### src/rtl/bru_pkg.sv
// Shared types, constants and decode helpers for the branch resolve unit.
package bru_pkg;

  // Widest XLEN the pipeline structs can carry; narrower instances use the
  // low XLEN bits of each wide field.
  localparam int unsigned XLEN_MAX = 64;

  // Sequential PC increment for a not-taken branch.
  localparam int unsigned PC_STEP = 4;

  // The six legal B-type funct3 encodings.
  typedef enum logic [2:0] {
    BR_BEQ  = 3'b000,
    BR_BNE  = 3'b001,
    BR_BLT  = 3'b100,
    BR_BGE  = 3'b101,
    BR_BLTU = 3'b110,
    BR_BGEU = 3'b111
  } branch_op_t;

  // Capture stage contents.
  typedef struct packed {
    logic [2:0]          funct3;
    logic                eq;
    logic                lt;
    logic                ltu;
    logic [XLEN_MAX-1:0] sum_t;
    logic [XLEN_MAX-1:0] sum_n;
  } s1_t;

  // Decide stage contents; every output port comes straight from here.
  typedef struct packed {
    logic                taken;
    logic [XLEN_MAX-1:0] target;
    logic                eq;
    logic                lt;
    logic                ltu;
    logic                illegal;
    logic                misaligned;
  } s2_t;

  // funct3 010 and 011 are not branches.
  function automatic logic is_illegal(input logic [2:0] f3);
    return (f3 == 3'b010) || (f3 == 3'b011);
  endfunction

  // Branch condition from the raw compare flags; illegal codes never take.
  function automatic logic eval_taken(input logic [2:0] f3, input logic eq,
                                      input logic lt, input logic ltu);
    logic t;
    case (f3)
      BR_BEQ:  t = eq;
      BR_BNE:  t = ~eq;
      BR_BLT:  t = lt;
      BR_BGE:  t = ~lt;
      BR_BLTU: t = ltu;
      BR_BGEU: t = ~ltu;
      default: t = 1'b0;
    endcase
    return t;
  endfunction

endpackage

### src/rtl/branch_flag_gen.sv
// Combinational equal / signed-less-than / unsigned-less-than compare of two operands.
module branch_flag_gen
  import bru_pkg::*;
#(
  parameter int unsigned XLEN = 32
) (
  input  logic [XLEN-1:0] rs1,
  input  logic [XLEN-1:0] rs2,
  output logic            eq,
  output logic            lt,
  output logic            ltu
);

  assign eq  = (rs1 == rs2);
  assign lt  = ($signed(rs1) < $signed(rs2));
  assign ltu = (rs1 < rs2);

endmodule

### src/rtl/branch_resolve_unit.sv
// Two-stage pipelined RISC-V conditional branch resolver with valid/ready
// handshaking, flush, and saturating branch/taken performance counters.
module branch_resolve_unit
  import bru_pkg::*;
#(
  parameter int unsigned XLEN  = 32,
  parameter int unsigned CNT_W = 16
) (
  input  logic             CLK,
  input  logic             RST_N,
  input  logic             BRU_in_valid,
  output logic             BRU_in_ready,
  input  logic [2:0]       BRU_funct3,
  input  logic [XLEN-1:0]  BRU_rs1,
  input  logic [XLEN-1:0]  BRU_rs2,
  input  logic [XLEN-1:0]  BRU_pc,
  input  logic [XLEN-1:0]  BRU_imm,
  input  logic             BRU_flush,
  output logic             BRU_out_valid,
  input  logic             BRU_out_ready,
  output logic             BRU_taken,
  output logic [XLEN-1:0]  BRU_target,
  output logic             BRU_eq,
  output logic             BRU_lt,
  output logic             BRU_ltu,
  output logic             BRU_illegal,
  output logic             BRU_misaligned,
  input  logic             BRU_cnt_clr,
  output logic [CNT_W-1:0] BRU_cnt_branches,
  output logic [CNT_W-1:0] BRU_cnt_taken
);

  logic             eq_s, lt_s, ltu_s;
  logic             s1_valid_r, s2_valid_r;
  s1_t              s1_r, s1_next_s;
  s2_t              s2_r, s2_next_s;
  logic             s1_adv_s, s2_adv_s, out_hs_s;
  logic [XLEN-1:0]  sum_t_s, sum_n_s, target_s;
  logic [CNT_W-1:0] cnt_branches_r, cnt_taken_r;

  branch_flag_gen #(.XLEN(XLEN)) u_flag_gen (
    .rs1 (BRU_rs1),
    .rs2 (BRU_rs2),
    .eq  (eq_s),
    .lt  (lt_s),
    .ltu (ltu_s)
  );

  // A stage may load when it is empty or its occupant leaves this cycle.
  assign s2_adv_s     = ~s2_valid_r | BRU_out_ready;
  assign s1_adv_s     = ~s1_valid_r | s2_adv_s;
  assign BRU_in_ready = s1_adv_s & ~BRU_flush;
  assign out_hs_s     = s2_valid_r & BRU_out_ready;

  // Capture-stage payload: compare flags plus both candidate next PCs (wrapping).
  always_comb begin
    s1_next_s        = '0;
    sum_t_s          = BRU_pc + BRU_imm;
    sum_n_s          = BRU_pc + XLEN'(PC_STEP);
    s1_next_s.funct3 = BRU_funct3;
    s1_next_s.eq     = eq_s;
    s1_next_s.lt     = lt_s;
    s1_next_s.ltu    = ltu_s;
    s1_next_s.sum_t  = XLEN_MAX'(sum_t_s);
    s1_next_s.sum_n  = XLEN_MAX'(sum_n_s);
  end

  // Decide-stage payload: branch outcome, selected target and exception flags.
  always_comb begin
    s2_next_s         = '0;
    s2_next_s.taken   = eval_taken(s1_r.funct3, s1_r.eq, s1_r.lt, s1_r.ltu);
    s2_next_s.illegal = is_illegal(s1_r.funct3);
    if (s2_next_s.taken) begin
      target_s = s1_r.sum_t[XLEN-1:0];
    end else begin
      target_s = s1_r.sum_n[XLEN-1:0];
    end
    s2_next_s.target     = XLEN_MAX'(target_s);
    s2_next_s.eq         = s1_r.eq;
    s2_next_s.lt         = s1_r.lt;
    s2_next_s.ltu        = s1_r.ltu;
    s2_next_s.misaligned = s2_next_s.taken & (target_s[1:0] != 2'b00);
  end

  // Capture stage register; payload only changes when a new operation is accepted.
  always_ff @(posedge CLK or negedge RST_N) begin
    if (!RST_N) begin
      s1_valid_r <= 1'b0;
      s1_r       <= '0;
    end else if (BRU_flush) begin
      s1_valid_r <= 1'b0;
    end else if (s1_adv_s) begin
      s1_valid_r <= BRU_in_valid;
      if (BRU_in_valid) begin
        s1_r <= s1_next_s;
      end
    end
  end

  // Decide stage register; holds steady while the consumer stalls.
  always_ff @(posedge CLK or negedge RST_N) begin
    if (!RST_N) begin
      s2_valid_r <= 1'b0;
      s2_r       <= '0;
    end else if (BRU_flush) begin
      s2_valid_r <= 1'b0;
    end else if (s2_adv_s) begin
      s2_valid_r <= s1_valid_r;
      if (s1_valid_r) begin
        s2_r <= s2_next_s;
      end
    end
  end

  // Saturating performance counters, bumped on each output handshake; clear wins.
  always_ff @(posedge CLK or negedge RST_N) begin
    if (!RST_N) begin
      cnt_branches_r <= '0;
      cnt_taken_r    <= '0;
    end else if (BRU_cnt_clr) begin
      cnt_branches_r <= '0;
      cnt_taken_r    <= '0;
    end else if (out_hs_s) begin
      if (!s2_r.illegal && (cnt_branches_r != '1)) begin
        cnt_branches_r <= cnt_branches_r + CNT_W'(1);
      end
      if (s2_r.taken && (cnt_taken_r != '1)) begin
        cnt_taken_r <= cnt_taken_r + CNT_W'(1);
      end
    end
  end

  // Upper struct bits beyond XLEN are constant zero and intentionally dropped.
  if (XLEN < XLEN_MAX) begin : g_pad
    logic unused_pad_s;
    assign unused_pad_s = ^{s1_r.sum_t[XLEN_MAX-1:XLEN], s1_r.sum_n[XLEN_MAX-1:XLEN],
                            s2_r.target[XLEN_MAX-1:XLEN]};
  end

  assign BRU_out_valid    = s2_valid_r;
  assign BRU_taken        = s2_r.taken;
  assign BRU_target       = s2_r.target[XLEN-1:0];
  assign BRU_eq           = s2_r.eq;
  assign BRU_lt           = s2_r.lt;
  assign BRU_ltu          = s2_r.ltu;
  assign BRU_illegal      = s2_r.illegal;
  assign BRU_misaligned   = s2_r.misaligned;
  assign BRU_cnt_branches = cnt_branches_r;
  assign BRU_cnt_taken    = cnt_taken_r;

endmodule

### config.mk
export PLATFORM = sky130hd
export DESIGN_NAME = branch_resolve_unit
export DESIGN_NICKNAME = d
export VERILOG_FILES = /design/src/rtl/bru_pkg.sv /design/src/rtl/branch_flag_gen.sv /design/src/rtl/branch_resolve_unit.sv
export SDC_FILE = /design/constraint.sdc
export NUM_CORES = 1
export LEC_CHECK = 0
export BUFFER_PORTS_ARGS = -buffer_cell sky130_fd_sc_hd__buf_2
export CAP_MARGIN = 0
export CELL_PAD_IN_SITES_DETAIL_PLACEMENT = 1
export CELL_PAD_IN_SITES_GLOBAL_PLACEMENT = 2
export CORE_MARGIN = 2
export CORE_UTILIZATION = 29
export CTS_BUF_LIST = sky130_fd_sc_hd__clkbuf_16
export DETAILED_ROUTE_END_ITERATION = 16
export HOLD_SLACK_MARGIN = 0.06
export PLACE_DENSITY = 0.74
export SETUP_SLACK_MARGIN = 0.3
export SYNTH_ARGS = -nofsm -noshare
export SYNTH_HDL_FRONTEND = slang
export SYNTH_SLANG_ARGS = --single-unit
### constraint.sdc
create_clock -name CLK -period 2.2 [get_ports CLK]
set_input_delay 0.44 -clock CLK [delete_from_list [all_inputs] [get_ports CLK]]
set_output_delay 0.44 -clock CLK [all_outputs]
set_load 0.1 [all_outputs]
Word level (Yosys, flattened, before mapping)
Cells that the tools add are included.

Add/subtract/negate cells: 4. Multipliers: 0. Div/mod/pow operators: 0. Order comparisons: 2. Eq/ne operators: 10. Shifts and indexed selects: 0. Mux-type cells: 12. Bitwise gates (word level): 11. Reduce and logical (&&, ||, !) cells: 15.

Operators by type and width (number): 16-bit 2-to-1 mux (6); 32-bit < comparator (2); 16-bit by 1-bit adder with 16-bit output (second input constant) (2); 32-bit by 3-bit adder with 32-bit output (second input constant) (1); 32-bit adder (1); 32-bit == test (1); 32-bit 2-to-1 mux (1); 16-bit != test (second input constant) (2); 3-bit == test (second input constant) (4); 2-bit nonzero test (6); 3-bit by 2-bit == test with 1-bit output (second input constant) (2); 1-bit inverter (6); 1-bit case mux with 6 select lines (1); 3-bit AND reduction (2); 1-bit 2-to-1 mux (4); 2-bit AND reduction (2); 1-bit AND (3); 3-bit by 1-bit == test with 1-bit output (second input constant) (1); 3-bit logical NOT (1); 1-bit logical AND (2); 1-bit OR (2); 1-bit logical NOT (1); 1-bit logical OR (1).

Flip-flop bits (word level): 142. Latch bits: 0. RAM bits: 0. Memory bits (read-only): 0. Input bits: 137. Output and inout bits: 72. Word-level logic and storage cells: 71. Memories kept: 0.

Longest topological paths before layout
Gate-level depths: netlist of run 1.

Depth after elaboration: 5. Gate-level depth with buffers: 10. Gate-level depth less buffers: 10.

Cells and area by module
A second synthesis of run 1 with hierarchy kept.

Cells, all modules: 1035. Area, all modules: 9097.5 um^2.

Modules (own cells, without submodules): branch_resolve_unit (instances 1, cells an instance 920, area each 8275.4 um^2, sequential area each 3553.4 um^2); branch_flag_gen (instances 1, cells an instance 115, area each 822.0 um^2, sequential area each 0.0 um^2).

Worst setup path before layout of run 1
Ideal clock, no wire load.

Path type: reg-to-reg. From: register s2_valid_r (netlist: BRU_out_valid). To: register s1_r[92] in the netlist's numbering. Setup time: 0.069 ns. Arrival: 3.694 ns. Required time: 2.131 ns. Slack: -1.562 ns. Stages on the path, launching flop included: 7. Buffers on the path: 1. Period minus slack after synthesis: 3.762 ns. Path through: dfrtp_1 nor2b_1 a21oi_1 nand2_1 clkbuf_1 or4_1 nand3_1.

Longest elaborated chain between the ends: 4.

RTL lines: start: declaration (RTL line branch_resolve_unit.sv:34) `logic s1_valid_r, s2_valid_r;`; start signal: assignment (RTL line branch_resolve_unit.sv:108) `s2_valid_r <= s1_valid_r;`; 1-bit inverter (RTL line branch_resolve_unit.sv:50) `assign s2_adv_s = ~s2_valid_r | BRU_out_ready;`; 1-bit OR (RTL line branch_resolve_unit.sv:50); 1-bit OR (RTL line branch_resolve_unit.sv:51) `assign s1_adv_s = ~s1_valid_r | s2_adv_s;`; 3-bit AND reduction (no source line); end signal: assignment (RTL line branch_resolve_unit.sv:95) `s1_r <= s1_next_s;`; end: declaration (RTL line branch_resolve_unit.sv:35) `s1_t s1_r, s1_next_s;`.

No other way between the ends. A chain may end at the register's enable or synchronous reset.

Worst setup path after layout of run 1
From: input BRU_pc[6]. To: register s1_r[81] in the netlist's numbering.

Longest elaborated chain between the ends: 1.

RTL lines: start: declaration (RTL line branch_resolve_unit.sv:16) `input logic [XLEN-1:0] BRU_pc,`; 32-bit adder (RTL line branch_resolve_unit.sv:58) `sum_t_s = BRU_pc + BRU_imm;`.

No other way between the ends.

==> results of run 1 <==
## kinds of logic (layout without fill, tap and decap cells)
kind of cell | Yosys count | count (layout) | share of synthesized area
DFF | 142 | 142 | 0.4053
muxes | 39 | 39 | 0.04495
other | 0 | 1 | 0
and+or+nand+nor | 335 | 336 | 0.1732
AOI/OAI and AO/OA | 224 | 224 | 0.1588
xor gates and xnor gates | 81 | 81 | 0.08091
adders and majority gates | 67 | 67 | 0.09646
buffers and inverters | 80 | 478 | 0.04038
## state kept, by name, indices dropped and copies added (netlist names), 16 cells and up
name	count
s1_r	70
BRU_target	32
BRU_cnt_branches	16
BRU_cnt_taken	16
## worst max-delay path: cells and delay by family
kind | cells | cell delay (ns)
AO/OA/AOI/OAI | 6 | 1.11
XOR/XNOR | 1 | 0.15
adder cells (fa/ha/maj) | 1 | 0.15
buffers and inverters | 2 | 0.25
AND/OR/NAND/NOR | 1 | 0.51
## power by group through the flow
stage / clock network, mW / registers, mW / logic (mW)
floorplan: 0 / 4.70 / 1.20
CTS: 2.98 / 3.29 / 3.78
finish: 2.91 / 3.28 / 3.96
global route: 3.10 / 3.34 / 4.26
global placement: 0 / 3.32 / 3.62
detailed placement: 0 / 3.33 / 3.67
## metrics by stage
step	TNS, ns	area, um2	util	worst slack, ns
finish	-0.9594	13280	0.4469	-0.1211
detailed placement	-11.73	11630	0.3913	-0.6213
global placement	-9.898	11630	0.3913	-0.5686
floorplan	-5.165	9175	-	-0.2254
CTS	-0.5843	12670	0.4265	-0.1047
global route	-2.302	13280	0.4469	-0.1916
## Yosys cell counts, types with 2 or more instances
cell	n
a21oi_1	40
o21bai_1	2
dfrtp_1	142
nand2_1	159
xnor2_1	27
and4_1	6
a21o_2	2
buf_1	2
clkbuf_1	25
o41a_1	2
nor2_1	63
xor2_1	54
a211oi_2	2
or4_1	2
mux2_2	3
a21o_1	19
a211o_1	2
a311o_1	2
o21a_1	8
a31oi_1	6
mux2i_1	36
a211oi_1	3
nor2b_1	8
o31ai_1	4
nand4_1	25
ha_1	66
and2_1	3
nand2b_1	4
o21ai_0	107
nand3_1	35
buf_2	6
o21ai_1	5
and3_1	9
inv_1	44
nor3_1	6
or3_1	8
## metal layers
| metal | wire [um] | up-vias |
|---|---|---|
| met5 | 0 | - |
| met4 | 403 | 0 |
| met3 | 923 | 21 |
| met2 | 14670 | 121 |
| met1 | 13500 | 4096 |
| li1 | - | 4158 |
## worst max-delay path by stage
| stage | start | to |
|---|---|---|
| final | BRU_pc[6] | s1_r[81]$_DFFE_PN0P_ |
| after global routing | BRU_pc[0] | s1_r[88]$_DFFE_PN0P_ |
| after CTS | BRU_pc[1] | s1_r[95]$_DFFE_PN0P_ |
| after detailed placement | BRU_pc[9] | s1_r[95]$_DFFE_PN0P_ |
| after global placement | BRU_pc[6] | s1_r[81]$_DFFE_PN0P_ |
| after floorplan | BRU_pc[6] | s1_r[81]$_DFFE_PN0P_ |
## final cells by class
cell class	count	area, um2
clock buffers	17	425.4
clock inverters	15	150.1
diodes	1	2.502
well taps	390	488.0
multi-input cells	747	5647
fillers	3479	16440
repair buffers	402	2790
flip-flops and latches	142	3612
inverters	44	165.2
## timing repair
action | CTS | global route
pin swaps | 43 | 60
endpoints found under the hold margin | 37 | 0
gates cloned | 1 | 2
buffers inserted | 20 | 21
hold buffers | 1 | 0
endpoints found under the setup margin | 57 | 68
resized for setup | 64 | 88
==> results.cfg, run 1 <==
[placement]
io_buffers = 208
place_congestion = 0.8047
post-place-cells = 1680
dp_hpwl_um = 21750

[detailed_routing]
drc = 0
first_iter_violations = 266
ant_nets = 0
finalWirelength_um = 29490
dr.pass1.iters = 4
via_count = 8396
wl_per_cell_um = 16.77
via_per_inst = 4.776

[setup_path]
crit-reg2reg-launch = BRU_cnt_taken[3]$_DFFE_PN0P_
critPathSlowestCell = or4_4
critPathCaptureType = flop
r2r_slack_ns = 0.14
cp-start-kind = primary input
r2r_end = BRU_cnt_taken[9]$_DFFE_PN0P_
crit_fanout = 2
crit_required_ns = 2.50
path_cells = buf_8, ha_4, or4_4, a311o_1, o2111ai_4, buf_6, a21boi_2, o41a_1, a21oi_2, xor2_1, o21ai_1
crit_arrival_ns = 2.62
slowest_delay_ns = 0.51
reg2reg_depth = 8
timing_worst_setup_path_type = in -> reg

[global_routing]
grt_usage = 0.1864
grt_antenna_before_repair = 1
grt_pass1_wl_um = 46450
grt_max_degree = 53
grt_pass1_vias = 8894
use_met2 = 0.3157
overflow = 0
met3_usage = 0.03171
grt_busiest_layer = met2
use_met1 = 0.2454

[power]
p_int_mw = 5.944
p_seq_frac = 0.324
power.leakage_nw = 6.510
power.total_mw = 10.15
irDropWorstVdd_mv = 0.5096
comb_power_share = 0.390
swShare = 0.4145
p_switching_mw = 4.208
p_per_area_nw_per_um2 = 764.4
p_clk_frac = 0.286

[timing]
clock_skew_ns = 0.01401
whs_ns = 0.2325
timing.fmax_ghz = 0.4308
setup_viol = 17
rsz0062_at_grt = yes
min_period_over_period = 1.055
relSlewSlack = 0.5466
period_needed_ns = 2.321
setup_ws_ns = -0.1211
hold_viol_final = 0
tightest_slew_ns = 0.6801
drv_slew = 0

[cts]
cts_buffers = 17
clock_latency_ns = 0.43
cts_sinks = 142
cts_tree = done
ctsLongestPathBuffers = 2
root_buffer = clkbuf_16
clk_pin_slew_worst_paths_ns = 0.06
htree_levels = 4

[status]
status = complete, but fails checks
violations = negative setup slack

[yosys]
synth_area_leaders = dfrtp_1, ha_1, nand2_1
synth_edf_count = 0
synth.avg_cell_area_um2 = 9.058
synth_largest_area_cell = dfrtp_1
synth_warnings = 0
yosysUniqueCellTypes = 67
postSynthCellCount = 968
synth_seq_area_share = 0.4053
synthFlopType = dfrtp_1
async_flop_share = 1.000
synth_top_area_frac = 0.4053
synth_nets = 1172
syn-cell-area_um2 = 8768
ys_ff_latch = 142

[run]
drv_cap = 0

[floorplanning]
num_rows = 63
io_pins = 209
dieWidth_um = 177.9
design.core.area_um2 = 29720
die_h_um = 177.9
start_util = 0.2951
fp.dieArea_um2 = 31640

[finish]
nNetsFinal = 1558
layout_commonest_cell = buf_2
area_growth_pct = 51.46
instances_no_fill = 1758
final_cell_mix = buf_2, buf_4, nand2_1
drive_above_1_share = 0.4236

[min_path]
holdPathEnd = s1_r[131]$_DFFE_PN0P_
worstHoldStart = BRU_funct3[0]
whs_path_depth = 3
hold_class = in -> reg
(Power assumes the default switching activity.)
==> inputs of run 2 (changes only) <==
Settings changed: CORE_MARGIN 2 to unset.
==> results.cfg, run 2 (synthesis gave the netlist of run 1 again) <==
[setup_path]
crit_required_ns = 2.51
cp-start-kind = primary input
r2r_slack_ns = 0.15
crit_arrival_ns = 2.63
crit_fanout = 4
critPathCaptureType = flop
timing_worst_setup_path_type = in -> reg

[finish]
drive_above_1_share = 0.4211
utilization = 0.4482
area_growth_pct = 51.91
largest-register = s1_r
final_cell_mix = buf_2, nand2_1, buf_4
nNetsFinal = 1547
insertedDiodeCount = 0
layout_commonest_cell = buf_2
largest_reg_flops = 70

[detailed_routing]
via_count = 8368
first_iter_violations = 294
via_per_inst = 4.793
dr.pass1.iters = 4
ant_nets = 0
drc = 0
wl_per_cell_um = 16.80
finalWirelength_um = 29330

[power]
p_per_area_nw_per_um2 = 776.7
irDropWorstVdd_mv = 0.5428
power.leakage_nw = 6.446

[timing]
relSlewSlack = 0.5607
rsz0062_at_grt = yes
setup_ws_ns = -0.1246
period_needed_ns = 2.325
timing.fmax_ghz = 0.4302
tightest_slew_ns = 0.6590
min_period_over_period = 1.057
clock_skew_ns = 0.02231
drv_slew = 0
setup_viol = 8
whs_ns = 0.2085
hold_viol_final = 0

[global_routing]
grt_pass1_vias = 8796
grt_usage = 0.1876
overflow = 0
met3_usage = 0.02900
use_met2 = 0.3269
use_met1 = 0.2423
grt_antenna_before_repair = 0
grt_max_degree = 59
grt_busiest_layer = met2
grt_pass1_wl_um = 45840

[cts]
cts_sinks = 142
clock_latency_ns = 0.44
cts_tree = done
cts_buffers = 17
clk_pin_slew_worst_paths_ns = 0.07
ctsLongestPathBuffers = 2
htree_levels = 4
root_buffer = clkbuf_16

[floorplanning]
fp.dieArea_um2 = 30940
start_util = 0.2951
die_h_um = 175.9
design.core.area_um2 = 29720
io_pins = 209
dieWidth_um = 175.9
num_rows = 63

[placement]
dp_slack_ns = -0.5759
place_congestion = 0.8113
io_buffers = 208
dp_hpwl_um = 21340

[status]
violations = negative setup slack
status = complete, but fails checks

[run]
drv_cap = 0

[min_path]
hold_class = in -> reg
[run 2: layout make-up]
class	count	area (um2)
tap	390	488.0
clock buffer	17	425.4
timing repair buffer	391	2765
multi-input combinational	747	5715
fill	3414	16400
inverter	44	165.2
sequential	142	3612
clock inverter	15	148.9
[run 2: metal layers]
layer	share of wire	vias up
met2	0.50	136
met5	0	-
li1	-	4137
met3	0.029	30
met4	0.014	0
met1	0.46	4065
[run 2: worst max-delay path, stage by stage]
cell and delay (ns):
buf_8 0.10, ha_4 0.14, or4_1 0.52, a311o_1 0.34, o2111ai_4 0.13, a2111oi_4 0.14
a211oi_4 0.29, buf_6 0.17, o21ai_2 0.07, xnor2_1 0.21, o21ai_1 0.08
[run 2: where the power goes]
| part | switching [mW] | total (mW) | internal (mW) |
|---|---|---|---|
| Sequential | 0.278 | 3.30 | 3.02 |
| Combinational | 2.75 | 4.10 | 1.35 |
| Clock | 1.34 | 2.94 | 1.60 |
[run 2: worst paths after layout]
| path | startpoint | endpoint | depth (start not counted) |
|---|---|---|---|
| max reg2reg | BRU_cnt_branches[3]$_DFFE_PN0P_ | BRU_cnt_branches[13]$_DFFE_PN0P_ | 9 |
| max | BRU_pc[6] | s1_r[89]$_DFFE_PN0P_ | 11 |
| max in group asynchronous | RST_N | s1_r[71]$_DFFE_PN0P_ | 3 |
| min | BRU_pc[0] | s1_r[0]$_DFFE_PN0P_ | 3 |
| min reg2reg | BRU_target[21]$_DFFE_PN0P_ | BRU_target[21]$_DFFE_PN0P_ | 2 |
| min in group asynchronous | RST_N | BRU_cnt_taken[8]$_DFFE_PN0P_ | 2 |
[run 2: what timing repair did]
| item | CTS | global route |
|---|---|---|
| endpoints found under the hold margin | 38 | 0 |
| endpoints found under the setup margin | 49 | 77 |
| buffers inserted | 18 | 12 |
| pin swaps | 62 | 49 |
| resized for setup | 94 | 89 |
| hold buffers | 1 | 0 |
| gates cloned | 0 | 5 |
[run 2: through the flow]
| stage | cell area (um2) | cells | setup TNS (ns) | power [mW] |
|---|---|---|---|---|
| after floorplan | 9175 | 968 | -5.165 | 5.896 |
| after global placement | 11630 | 1678 | -9.702 | 6.947 |
| after detailed placement | 11630 | 1678 | -10.98 | 7.015 |
| after CTS | 12830 | 1729 | -0.1427 | 10.15 |
| after global routing | 13320 | 1746 | -1.188 | 10.85 |
| final | 13320 | 1746 | -0.3435 | 10.35 |
==> inputs of run 3 (changes only) <==
Settings changed: PLACE_DENSITY 0.74 to 0.88.
==> results.cfg, run 3 (synthesis gave the netlist of run 1 again) <==
[detailed_routing]
ant_nets = 0
wl_per_cell_um = 17.85
dr.pass1.iters = 4
drc = 0
first_iter_violations = 315
finalWirelength_um = 31240
via_per_inst = 4.869
via_count = 8520

[timing]
period_needed_ns = 2.347
tightest_slew_ns = 0.6568
whs_ns = 0.2250
rsz0062_at_grt = yes
setup_ws_ns = -0.1470
fin_tns_setup_ns = -0.8007
drv_slew = 0
setup_viol = 10
hold_viol_final = 0
timing.fmax_ghz = 0.4261
min_period_over_period = 1.067
relSlewSlack = 0.5621
clock_skew_ns = 0.02391

[placement]
dp_hpwl_um = 21940
io_buffers = 208
place_congestion = 0.8159
post-place-cells = 1669
dp_slack_ns = -0.6582

[setup_path]
crit_arrival_ns = 2.67
crit-reg2reg-launch = BRU_cnt_taken[5]$_DFFE_PN0P_
r2r_end = BRU_cnt_taken[11]$_DFFE_PN0P_
cp-start-kind = primary input
timing_worst_setup_path_type = in -> reg
critPathCaptureType = flop
r2r_slack_ns = 0.11
crit_required_ns = 2.52
crit_fanout = 6
reg2reg_depth = 8

[floorplanning]
io_pins = 209
start_util = 0.2951
dieWidth_um = 175.9
die_h_um = 175.9
fp.dieArea_um2 = 30940
num_rows = 63
design.core.area_um2 = 29720

[cts]
cts_tree = done
htree_levels = 4
clk_pin_slew_worst_paths_ns = 0.06
ctsLongestPathBuffers = 2
root_buffer = clkbuf_16
clock_latency_ns = 0.44
cts_buffers = 17
cts_sinks = 142

[global_routing]
grt_pass1_vias = 9028
grt_usage = 0.1932
grt_max_degree = 57
grt_antenna_before_repair = 2
grt_pass1_wl_um = 46580
overflow = 0

[run]
drv_cap = 0

[min_path]
whs_path_depth = 3
hold_class = in -> reg
holdPathEnd = s1_r[132]$_DFFE_PN0P_
worstHoldStart = BRU_funct3[1]

[finish]
area_growth_pct = 53.65
drive_above_1_share = 0.4264
layout_commonest_cell = buf_2
instances_no_fill = 1750
largest_reg_flops = 70
largest-register = s1_r
final_cell_mix = buf_2, nand2_1, buf_4
nNetsFinal = 1549

[power]
p_per_area_nw_per_um2 = 787.2
irDropWorstVdd_mv = 0.7727
power.leakage_nw = 6.545
power.total_mw = 10.61

[status]
violations = negative setup slack
status = complete, but fails checks
[run 3: metrics by stage]
step / util / area (um2)
6_report: 0.4534 / 13470
5_1_grt: 0.4534 / 13470
4_1_cts: 0.4260 / 12660
3_5_place_dp: 0.3890 / 11560
3_3_place_gp: 0.3890 / 11560
2_1_floorplan: - / 9175
[run 3: where the power goes]
part | internal, mW | switching, mW | leakage [nW] | total [mW]
Sequential | 3.03 | 0.285 | 1.78 | 3.31
Combinational | 1.40 | 2.79 | 4.46 | 4.19
Clock | 1.89 | 1.21 | 0.301 | 3.11
[run 3: what timing repair did]
action                                  CTS  global route
resized for setup                        62           150
pin swaps                                45            53
hold buffers                              1             0
cloned                                    0             4
endpoints found under the setup margin   59            71
endpoints found under the hold margin    33             0
buffers inserted                         23            19
[run 3: how the worst max path moves through the flow]
stage | start | to | slack (ns) | cells after the start
finish | BRU_pc[1] | s1_r[95]$_DFFE_PN0P_ | -0.15 | 11
detailed placement | BRU_pc[1] | s1_r[93]$_DFFE_PN0P_ | -0.66 | 11
floorplan | BRU_pc[6] | s1_r[81]$_DFFE_PN0P_ | -0.23 | 9
global route | BRU_imm[1] | s1_r[93]$_DFFE_PN0P_ | -0.22 | 11
CTS | BRU_pc[10] | s1_r[93]$_DFFE_PN0P_ | -0.12 | 11
global placement | BRU_pc[1] | s1_r[93]$_DFFE_PN0P_ | -0.55 | 11
[run 3: layout make-up]
| type | count | area, um2 |
|---|---|---|
| antenna | 2 | 5.005 |
| clock buffer | 17 | 425.4 |
| tap | 390 | 488.0 |
| fill | 3383 | 16240 |
| timing repair buffer | 393 | 2814 |
| multi-input combinational | 747 | 5771 |
| inverter | 44 | 165.2 |
| clock inverter | 15 | 192.7 |
| sequential | 142 | 3612 |
[run 3: per-layer routing]
metal | GRT usage | up-vias | wire (um)
li1 | - | 4138 | -
met1 | 0.2306 | 4174 | 13230
met2 | 0.3454 | 162 | 16420
met3 | 0.03095 | 46 | 841
met4 | 0.07391 | 0 | 744
met5 | 0 | - | 0
[run 3: critical path: stages]
cell,delay [ns]
buf_8,0.10
ha_4,0.26
a21o_4,0.12
a311o_1,0.28
o2111ai_4,0.18
a2111oi_4,0.52
a211oi_4,0.07
buf_6,0.17
o31ai_4,0.25
xnor2_1,0.17
o21ai_1,0.10
